**config.mk**
```make
export PLATFORM = sky130hd
export DESIGN_NAME = muldivrem_share_arb
export DESIGN_NICKNAME = d
export VERILOG_FILES = /design/src/rtl/muldivrem_share_arb.sv
export SDC_FILE = /design/constraint.sdc
export NUM_CORES = 1
export LEC_CHECK = 0
export CAP_MARGIN = 40
export CORE_AREA = 2 2 219 221
export CTS_CLUSTER_SIZE = 8
export DETAILED_ROUTE_END_ITERATION = 16
export DIE_AREA = 0 0 221 223
export GPL_TIMING_DRIVEN = 1
export SLEW_MARGIN = 10
export SYNTH_ARGS = -nofsm -noshare
export SYNTH_HDL_FRONTEND = slang
export SYNTH_SLANG_ARGS = --single-unit
```
**constraint.sdc**
```tcl
create_clock -name clk -period 3.2 [get_ports clk]
set_clock_uncertainty 0.2 [all_clocks]
set_input_delay 0.8 -clock clk [delete_from_list [all_inputs] [get_ports clk]]
set_output_delay 0.8 -clock clk [all_outputs]
set_load 0.02 [all_outputs]
```
**src/rtl/muldivrem_share_arb.sv**
```systemverilog
// Round-robin sharing of one iterative mul/div/rem unit between two issue streams.
// Optional perf counters are compiled in with MULDIVREM_ARB_PERF_EN.
package muldivrem_share_arb_pkg;
  typedef enum logic [3:0] {
    UOP_MUL    = 4'd0,
    UOP_MULH   = 4'd1,
    UOP_MULHSU = 4'd2,
    UOP_MULHU  = 4'd3,
    UOP_DIV    = 4'd4,
    UOP_DIVU   = 4'd5,
    UOP_REM    = 4'd6,
    UOP_REMU   = 4'd7
  } rv_uop;
endpackage

module muldivrem_share_arb
  import muldivrem_share_arb_pkg::*;
#(
  parameter int p_seq_num_bits = 5,
  localparam int RQW = 101 + p_seq_num_bits + $bits(rv_uop),
  localparam int RSW = 70 + p_seq_num_bits
) (
  input  logic           clk,
  input  logic           rst,
  input  logic           req0_val,
  output logic           req0_rdy,
  input  logic [RQW-1:0] req0_msg,
  input  logic           req1_val,
  output logic           req1_rdy,
  input  logic [RQW-1:0] req1_msg,
  output logic           u_req_val,
  input  logic           u_req_rdy,
  output logic [RQW-1:0] u_req_msg,
  input  logic           u_resp_val,
  output logic           u_resp_rdy,
  input  logic [RSW-1:0] u_resp_msg,
  output logic           resp0_val,
  input  logic           resp0_rdy,
  output logic [RSW-1:0] resp0_msg,
  output logic           resp1_val,
  input  logic           resp1_rdy,
  output logic [RSW-1:0] resp1_msg
`ifdef MULDIVREM_ARB_PERF_EN
  ,
  output logic [31:0]    grant_cnt0,
  output logic [31:0]    grant_cnt1,
  output logic [31:0]    busy_cnt
`endif
);

  typedef enum logic {IDLE = 1'b0, BUSY = 1'b1} state_e;

  state_e     state_q, state_d;
  logic       owner_q, owner_d;
  logic       rr_ptr_q, rr_ptr_d;
  logic [1:0] req_val;
  logic       any_val;
  logic       winner;
  logic       issue_fire;
  logic       done_fire;

  assign req_val = {req1_val, req0_val};

  always_ff @(posedge clk or posedge rst) begin
    if (rst) begin
      state_q  <= IDLE;
      owner_q  <= 1'b0;
      rr_ptr_q <= 1'b0;
    end else begin
      state_q  <= state_d;
      owner_q  <= owner_d;
      rr_ptr_q <= rr_ptr_d;
    end
  end

  // Outputs are forced low while rst is held so a mid-op reset silences both sides at once.
  always_comb begin
    state_d    = state_q;
    owner_d    = owner_q;
    rr_ptr_d   = rr_ptr_q;
    any_val    = req0_val | req1_val;
    winner     = req_val[rr_ptr_q] ? rr_ptr_q : ~rr_ptr_q;
    issue_fire = 1'b0;
    done_fire  = 1'b0;
    u_req_val  = 1'b0;
    u_req_msg  = '0;
    req0_rdy   = 1'b0;
    req1_rdy   = 1'b0;
    u_resp_rdy = 1'b0;
    resp0_val  = 1'b0;
    resp1_val  = 1'b0;
    if (!rst) begin
      case (state_q)
        IDLE: begin
          u_req_val  = any_val;
          if (any_val) begin
            u_req_msg = winner ? req1_msg : req0_msg;
          end
          req0_rdy   = any_val && !winner && u_req_rdy;
          req1_rdy   = any_val && winner && u_req_rdy;
          issue_fire = any_val && u_req_rdy;
          if (issue_fire) begin
            state_d  = BUSY;
            owner_d  = winner;
            rr_ptr_d = ~winner;
          end
        end
        BUSY: begin
          resp0_val  = u_resp_val && !owner_q;
          resp1_val  = u_resp_val && owner_q;
          u_resp_rdy = owner_q ? resp1_rdy : resp0_rdy;
          done_fire  = u_resp_val && (owner_q ? resp1_rdy : resp0_rdy);
          if (done_fire) begin
            state_d = IDLE;
          end
        end
        default: state_d = IDLE;
      endcase
    end
  end

  assign resp0_msg = u_resp_msg;
  assign resp1_msg = u_resp_msg;

`ifdef MULDIVREM_ARB_PERF_EN
  logic [31:0] grant_cnt0_q, grant_cnt1_q, busy_cnt_q;

  always_ff @(posedge clk or posedge rst) begin
    if (rst) begin
      grant_cnt0_q <= 32'd0;
      grant_cnt1_q <= 32'd0;
      busy_cnt_q   <= 32'd0;
    end else begin
      if (issue_fire && !winner) grant_cnt0_q <= grant_cnt0_q + 32'd1;
      if (issue_fire && winner)  grant_cnt1_q <= grant_cnt1_q + 32'd1;
      if (state_q == BUSY)       busy_cnt_q   <= busy_cnt_q + 32'd1;
    end
  end

  assign grant_cnt0 = grant_cnt0_q;
  assign grant_cnt1 = grant_cnt1_q;
  assign busy_cnt   = busy_cnt_q;
`endif

`ifndef SYNTHESIS
  // A result with nothing in flight means the unit and arbiter disagree about ownership.
  a_no_resp_in_idle: assert property (@(posedge clk) disable iff (rst)
    !(state_q == IDLE && u_resp_val));
`endif

endmodule
```
==> impl_metrics.yaml, run 1 <==
outcome:
  outcome: "complete, no violations"
clocking:
  tritoncts: "yes"
  cts_hold_buffers: 0
  clk_pin_slew_worst_paths_ns: 0.03
  clock_tree.root_cell: "clkbuf_16"
  cts_inserted_buffers: 3
  htree_levels: 1
  clk-insertion-delay-late_ns: 0.23
  cts_buffer_depth: 2
  cts.sink_count: 3
die:
  floorplan.core_area_sq_mm: 0.0471
  die_height_um: 223
  design.portCount: 569
  std_cell_rows: 80
  dieWidth_um: 221
  floorplan.die_area_sq_mm: 0.0493
  start_util: 0.0538
synthesis:
  mappedNetlistNets: 613
  synth-compound-area-share: 0.390
  post_synth_xor_area_fraction: 0
  async_reset_ff_frac: 1.00
  synth_largest_type_area_fraction: 0.450
  yosysWarnings: 0
  yosys-top-cells-count: "152 x buf_4, 110 x a22o_1, 18 x buf_6"
  avgSynthCellArea_sq_um: 8.19
  fraction_of_the_mapped_netlist_area_in_adder_cells: 0
  synth.mux.area_fraction: 0.00394
  post_synth_and_or_nand_nor_area_fraction: 0.0350
  ys_types: 21
  syn-cell-area_sq_mm: 0.00254
  postSynth.topFlopCell: "dfrtp_1"
  yosysTopAreaCell: "buf_4"
  synth.most_common_cell: "buf_4"
  syn-instance-count: 310
  synth_sequential_area_ratio: 0.0296
  synth_top_family_by_area: "buffers and inverters"
  synth_enable_flop_cells: 0
  synth_top_cells_by_area: "buf_4 45%, a22o_1 38%, buf_6 8.0%"
  synth.ff_latch_count: 3
timing:
  slew_headroom: 0.838
  setup_repair_after_global_routing_missed_its_margin: "yes"
  final_period_minus_worst_setup_slack_ns: 3.18
  slew_violations: 0
  tightestPinTransition_ns: 0.242
  highest_attainable_clock_frequency_mhz: 314
  final_critical_path_setup_slack_ns: 0.0173
  finalHoldViolations: 0
  period_share: 0.995
  setup_viol_count_final: 0
global_route:
  grt-ovfl-total: 0
  first_global_vias: 3566
  first_pass_grt_wire_length_um: 23100
  maximum_number_of_pins_on_one_net_before_global_route_repair: 32
  gr-usage-all-layers: 0.0636
  antenna_violations_before_repair: 6
setup_path:
  critical-path-max-stage-delay_ns: 0.24
  cpMaxStageDelayCell: "nor3b_4"
  crit_chain: "buf_6 -> or2_4 -> nor3b_4 -> buf_6 -> clkbuf_16 -> buf_8 -> a22o_1 -> buf_4"
  critical_path.endpoint_type: "output pin"
  crit_path_class: "primary input to output pin"
  start_kind: "primary input"
  cp_data_required_time_ns: 2.20
  path_max_fanout: 7
  timing.critical_path.mode_cell: "buf_6"
  crit_arrival_ns: 2.18
min_path:
  class_of_the_most_critical_hold_timing_path: "flip-flop to flip-flop"
layout:
  final_design_area_no_fill_sq_mm: 0.00589
  share_of_post_route_cells_with_drive_strength_above_1: 0.320
  nFillCells: 5451
  final_nets: 829
  area.growth.synth_to_final_pct: 132
placement:
  dpl-instance-area_sq_mm: 0.00564
  hpwl_um: 12700
  gpl.final_weighted_congestion: 0.768
  i_o_buffers: 343
  pre_cts_ws_ns: -0.828
drt:
  detail-route-antenna-nets: 0
  drt-total-wl_um: 18000
  drc: 0
  avgViaCountPerCell: 2.83
  vias: 3239
  drt-wirelength-per-cell_um: 15.8
  drt_iter0_markers: 61
  firstDrtPassIters: 4
power_and_ir_drop:
  cellPowerDensity_mw_per_mm2: 272
  p_leak_uw: 0.00243
  ir_drop_mv: 0.202
run:
  drv.max_cap_violation_count: 0
routing by layer:
layer / up-vias / wire length [um] / global-route usage
li1: 1432 / - / -
met1: 1393 / 5780 / 0.0574
met2: 327 / 8750 / 0.111
met3: 81 / 2240 / 0.0316
met4: 6 / 1200 / 0.0459
met5: - / 34 / 0
worst max-delay path: cells and delay by family:
| kind | cells | cell delay [ns] |
|---|---|---|
| AO/OA/AOI/OAI | 1 | 0.17 |
| AND/OR/NAND/NOR | 2 | 0.47 |
| buffers and inverters | 5 | 0.73 |
power breakdown:
group	switching, uW	internal (uW)	leakage, uW
clock	36.0	165	0.0000382
sequential	18.2	55.5	0.0000342
combinational	591	735	0.00236
total	646	955	0.00243
registers in the layout, summed over array words and instances (netlist names):
signal,cells
owner_q,1
rr_ptr_q,1
state_q,1
logic make-up after synthesis:
family,after synthesis
AO/OA/AOI/OAI,113
flip-flops,3
multiplexers,1
AND/OR/NAND/NOR,16
buffers and inverters,177
placed cells by master, fill, tap and decap left out, drive strengths merged:
| master | synthesis | layout |
|---|---|---|
| a22o | 110 | 110 |
| a22oi | 1 | 1 |
| a32o | 1 | 1 |
| and2 | 1 | 1 |
| and3 | 1 | 1 |
| buf | 172 | 150 |
| clkbuf | 3 | 9 |
| clkdlybuf4s15 | 0 | 1 |
| clkdlybuf4s50 | 0 | 226 |
| dfrtp | 3 | 3 |
| diode | 0 | 3 |
| dlygate4sd2 | 0 | 3 |
| dlymetal6s2s | 0 | 1 |
| inv | 2 | 2 |
| mux2i | 1 | 1 |
| nand2 | 1 | 1 |
| nand3 | 2 | 2 |
| nor2 | 6 | 6 |
| nor2b | 1 | 1 |
| nor3b | 3 | 3 |
| o22a | 1 | 1 |
| or2 | 1 | 1 |
stage by stage:
| step | cells | hold WS (ns) | total power, uW | setup TNS [ns] | util |
|---|---|---|---|---|---|
| final | 1143 | 0.380 | 1600 | 0 | 0.125 |
| after floorplan | 310 | 0.288 | 869 | 0 | - |
| after detailed placement | 1116 | 0.323 | 1300 | -70.93 | 0.120 |
| after global placement | 1116 | 0.322 | 1300 | -71.41 | 0.120 |
| after global routing | 1141 | 0.402 | 1690 | -0.165 | 0.125 |
| after CTS | 1135 | 0.382 | 1570 | -1.72 | 0.124 |
final cells by class:
type                    count  area [sq um]  area share
multi-input cells         130          1160       0.196
diodes                      3          7.51     0.00127
clock buffers               4          78.8      0.0134
well taps                 615           769       0.131
repair buffers            386          3800       0.644
inverters                   2          7.51     0.00127
flip-flops and latches      3          75.1      0.0127
final timing paths:
check                          from            end  depth (start not counted)  slack [ns]
min                        rr_ptr_q       rr_ptr_q                          1        0.38
min in group asynchronous       rst        state_q                          4        0.48
max reg2reg                 state_q        owner_q                          7        1.47
min reg2reg                rr_ptr_q       rr_ptr_q                          1        0.38
max in group asynchronous       rst       rr_ptr_q                          4        2.23
max                             rst  u_req_msg[95]                          8        0.02
timing repair:
item,4_1_cts,5_1_grt
endpoints found under the setup margin,116,55
setup buffers,7,0
pin swaps,5,7
gates resized for setup,407,107
gates cloned,8,5
No activity file was read; power rests on OpenSTA's default activity.
==> run 2, diff against run 1 <==
--- a/config.mk
+++ b/config.mk
@@ -15,3 +15,4 @@
 export SYNTH_ARGS = -nofsm -noshare
 export SYNTH_HDL_FRONTEND = slang
 export SYNTH_SLANG_ARGS = --single-unit
+export TNS_END_PERCENT = 100
==> results of run 2 <==
The final DEF is identical to that of run 1; final timing and power are the same.
==> run 3, diff against run 2 <==
--- a/config.mk
+++ b/config.mk
@@ -11,6 +11,7 @@
 export DETAILED_ROUTE_END_ITERATION = 16
 export DIE_AREA = 0 0 221 223
 export GPL_TIMING_DRIVEN = 1
+export SETUP_SLACK_MARGIN = 0.4
 export SLEW_MARGIN = 10
 export SYNTH_ARGS = -nofsm -noshare
 export SYNTH_HDL_FRONTEND = slang
==> run 3 against run 2 <==
  * The flow now finishes with violations (setup timing)
  * Global-route usage grew 0.17 points
  * Critical path depth grew 2
  * Register-to-register slack is essentially flat
  * Worst hold slack is essentially flat
  * Die area is the same
  * Combinational power grew 22%
  * Largest cell class unchanged
==> impl_metrics.yaml, run 3 (synthesized netlist as in run 1, its figures left out) <==
die:
  start_util: 0.0538
  dieWidth_um: 221
  floorplan.core_area_sq_mm: 0.0471
  die_height_um: 223
  std_cell_rows: 80
  design.portCount: 569
  floorplan.die_area_sq_mm: 0.0493
clocking:
  htree_levels: 1
  tritoncts: "yes"
  clk_pin_slew_worst_paths_ns: 0.03
  cts.sink_count: 3
  clk-insertion-delay-late_ns: 0.22
  cts_inserted_buffers: 3
  cts_buffer_depth: 2
  clock_tree.root_cell: "clkbuf_16"
timing:
  highest_attainable_clock_frequency_mhz: 308
  period_share: 1.01
  finalHoldViolations: 0
  tightestPinTransition_ns: 0.190
  slew_violations: 0
  final_critical_path_setup_slack_ns: -0.0472
  final_period_minus_worst_setup_slack_ns: 3.25
  setup_viol_count_final: 13
  slew_headroom: 0.870
  setup_repair_after_global_routing_missed_its_margin: "yes"
placement:
  i_o_buffers: 343
  hpwl_um: 12700
  gpl.final_weighted_congestion: 0.768
outcome:
  failing_checks: "setup timing"
  outcome: "complete, but fails checks"
power_and_ir_drop:
  totalPowerFinal_uw: 1890
  cellPowerDensity_mw_per_mm2: 275
  ir_drop_mv: 0.211
  p_leak_uw: 0.00276
layout:
  layout.cells.most_common: "clkdlybuf4s50_1"
  biggestRegsByFlops: "owner_q x1, rr_ptr_q x1, state_q x1"
  share_of_post_route_cells_with_drive_strength_above_1: 0.380
  final_nets: 864
  area.growth.synth_to_final_pct: 172
  layout.core_utilization: 0.146
  layout.cells.most_common_list: "222 x clkdlybuf4s50_1, 119 x buf_6, 103 x a22o_1, 31 x buf_4, 18 x buf_12"
setup_path:
  critical_path.endpoint_type: "output pin"
  timing.critical_path.mode_cell: "buf_6"
  crit_path_class: "primary input to output pin"
  worstReg2RegEnd: "owner_q"
  cpMaxStageDelayCell: "or2_4"
  cp_data_required_time_ns: 2.20
  critical-path-max-stage-delay_ns: 0.23
  start_kind: "primary input"
  crit_arrival_ns: 2.25
  crit_chain: "buf_6 -> or2_4 -> nor3b_4 -> buf_4 -> buf_12 -> buf_6 -> buf_6 -> buf_6 -> a22o_1 -> buf_12"
  r2r_slack_ns: 1.47
  timing.reg2reg.worst_path_depth: 8
  crit-reg2reg-launch: "state_q"
  path_max_fanout: 8
min_path:
  hold_start: "rr_ptr_q"
  hold-path-cell-count: 1
  class_of_the_most_critical_hold_timing_path: "flip-flop to flip-flop"
  worstHoldEndpoint: "rr_ptr_q"
global_route:
  gr-usage-all-layers: 0.0653
  first_pass_grt_wire_length_um: 23800
  antenna_violations_before_repair: 6
  first_global_vias: 3723
  maximum_number_of_pins_on_one_net_before_global_route_repair: 32
  grt-ovfl-total: 0
drt:
  firstDrtPassIters: 4
  drt-wirelength-per-cell_um: 15.4
  detail-route-antenna-nets: 0
  avgViaCountPerCell: 2.89
  drc: 0
  drt-total-wl_um: 18100
  vias: 3397
  drt_iter0_markers: 56
run:
  drv.max_cap_violation_count: 0
run 3: cell types whose count changed in the layout (fill, tap and decap cells not counted), moves of 4 or more:
cell,change
clkdlybuf4s50_1,-4
buf_6,+98
buf_2,-64
buf_12,+12
buf_4,-8
run 3: worst max-delay path by stage:
stage / to / cells after the start / start
detailed placement: u_req_msg[12] / 7 / rst
global route: u_req_msg[48] / 10 / rst
CTS: u_req_msg[48] / 10 / rst
finish: u_req_msg[96] / 10 / rst
floorplan: u_req_msg[19] / 5 / rst
global placement: u_req_msg[12] / 7 / rst
run 3: worst max-delay path: cells and delay by family:
kind	cells	cell delay (ns)
and+or+nand+nor	2	0.45
AOI/OAI and AO/OA	1	0.18
buffers and inverters	7	0.81
run 3: repair_timing:
action                                  CTS  global route
endpoints found under the hold margin     0             0
resized for setup                       615           102
hold buffers                              0             0
buffers inserted                         29            11
endpoints found under the setup margin  116           114
pin swaps                                14            23
gates cloned                             10             5
run 3: cell type report:
class	instances	area, sq um
fillers	5341	40300
repair buffers	421	4770
multi-input cells	130	1180
well taps	615	769
clock buffers	4	78.8
flip-flops and latches	3	75.1
inverters	2	7.51
diodes	1	2.50
run 3: stage by stage:
step / std cells / setup TNS, ns / hold slack (ns) / worst slack [ns] / cell area (sq um)
after floorplan: 310 / 0 / 0.288 / 0.397 / 2540
after global placement: 1116 / -71.41 / 0.322 / -0.841 / 5640
after detailed placement: 1116 / -70.93 / 0.323 / -0.828 / 5640
after CTS: 1159 / -0.537 / 0.382 / -0.0616 / 6490
after global routing: 1176 / -2.06 / 0.402 / -0.0955 / 6890
final: 1176 / -0.216 / 0.380 / -0.0472 / 6890
run 3: power breakdown:
| group | switching, uW | internal [uW] | total (uW) |
|---|---|---|---|
| registers | 18.3 | 55.5 | 73.9 |
| clock network | 35.6 | 165 | 200 |
| logic | 645 | 974 | 1620 |
| total | 698 | 1190 | 1890 |
run 3: routing by layer:
layer | global-route usage | share of wire | vias up
li1 | - | - | 1497
met3 | 0.0323 | 0.12 | 83
met2 | 0.111 | 0.48 | 327
met1 | 0.0606 | 0.33 | 1480
met5 | 0 | 0.0034 | -
met4 | 0.0489 | 0.067 | 10
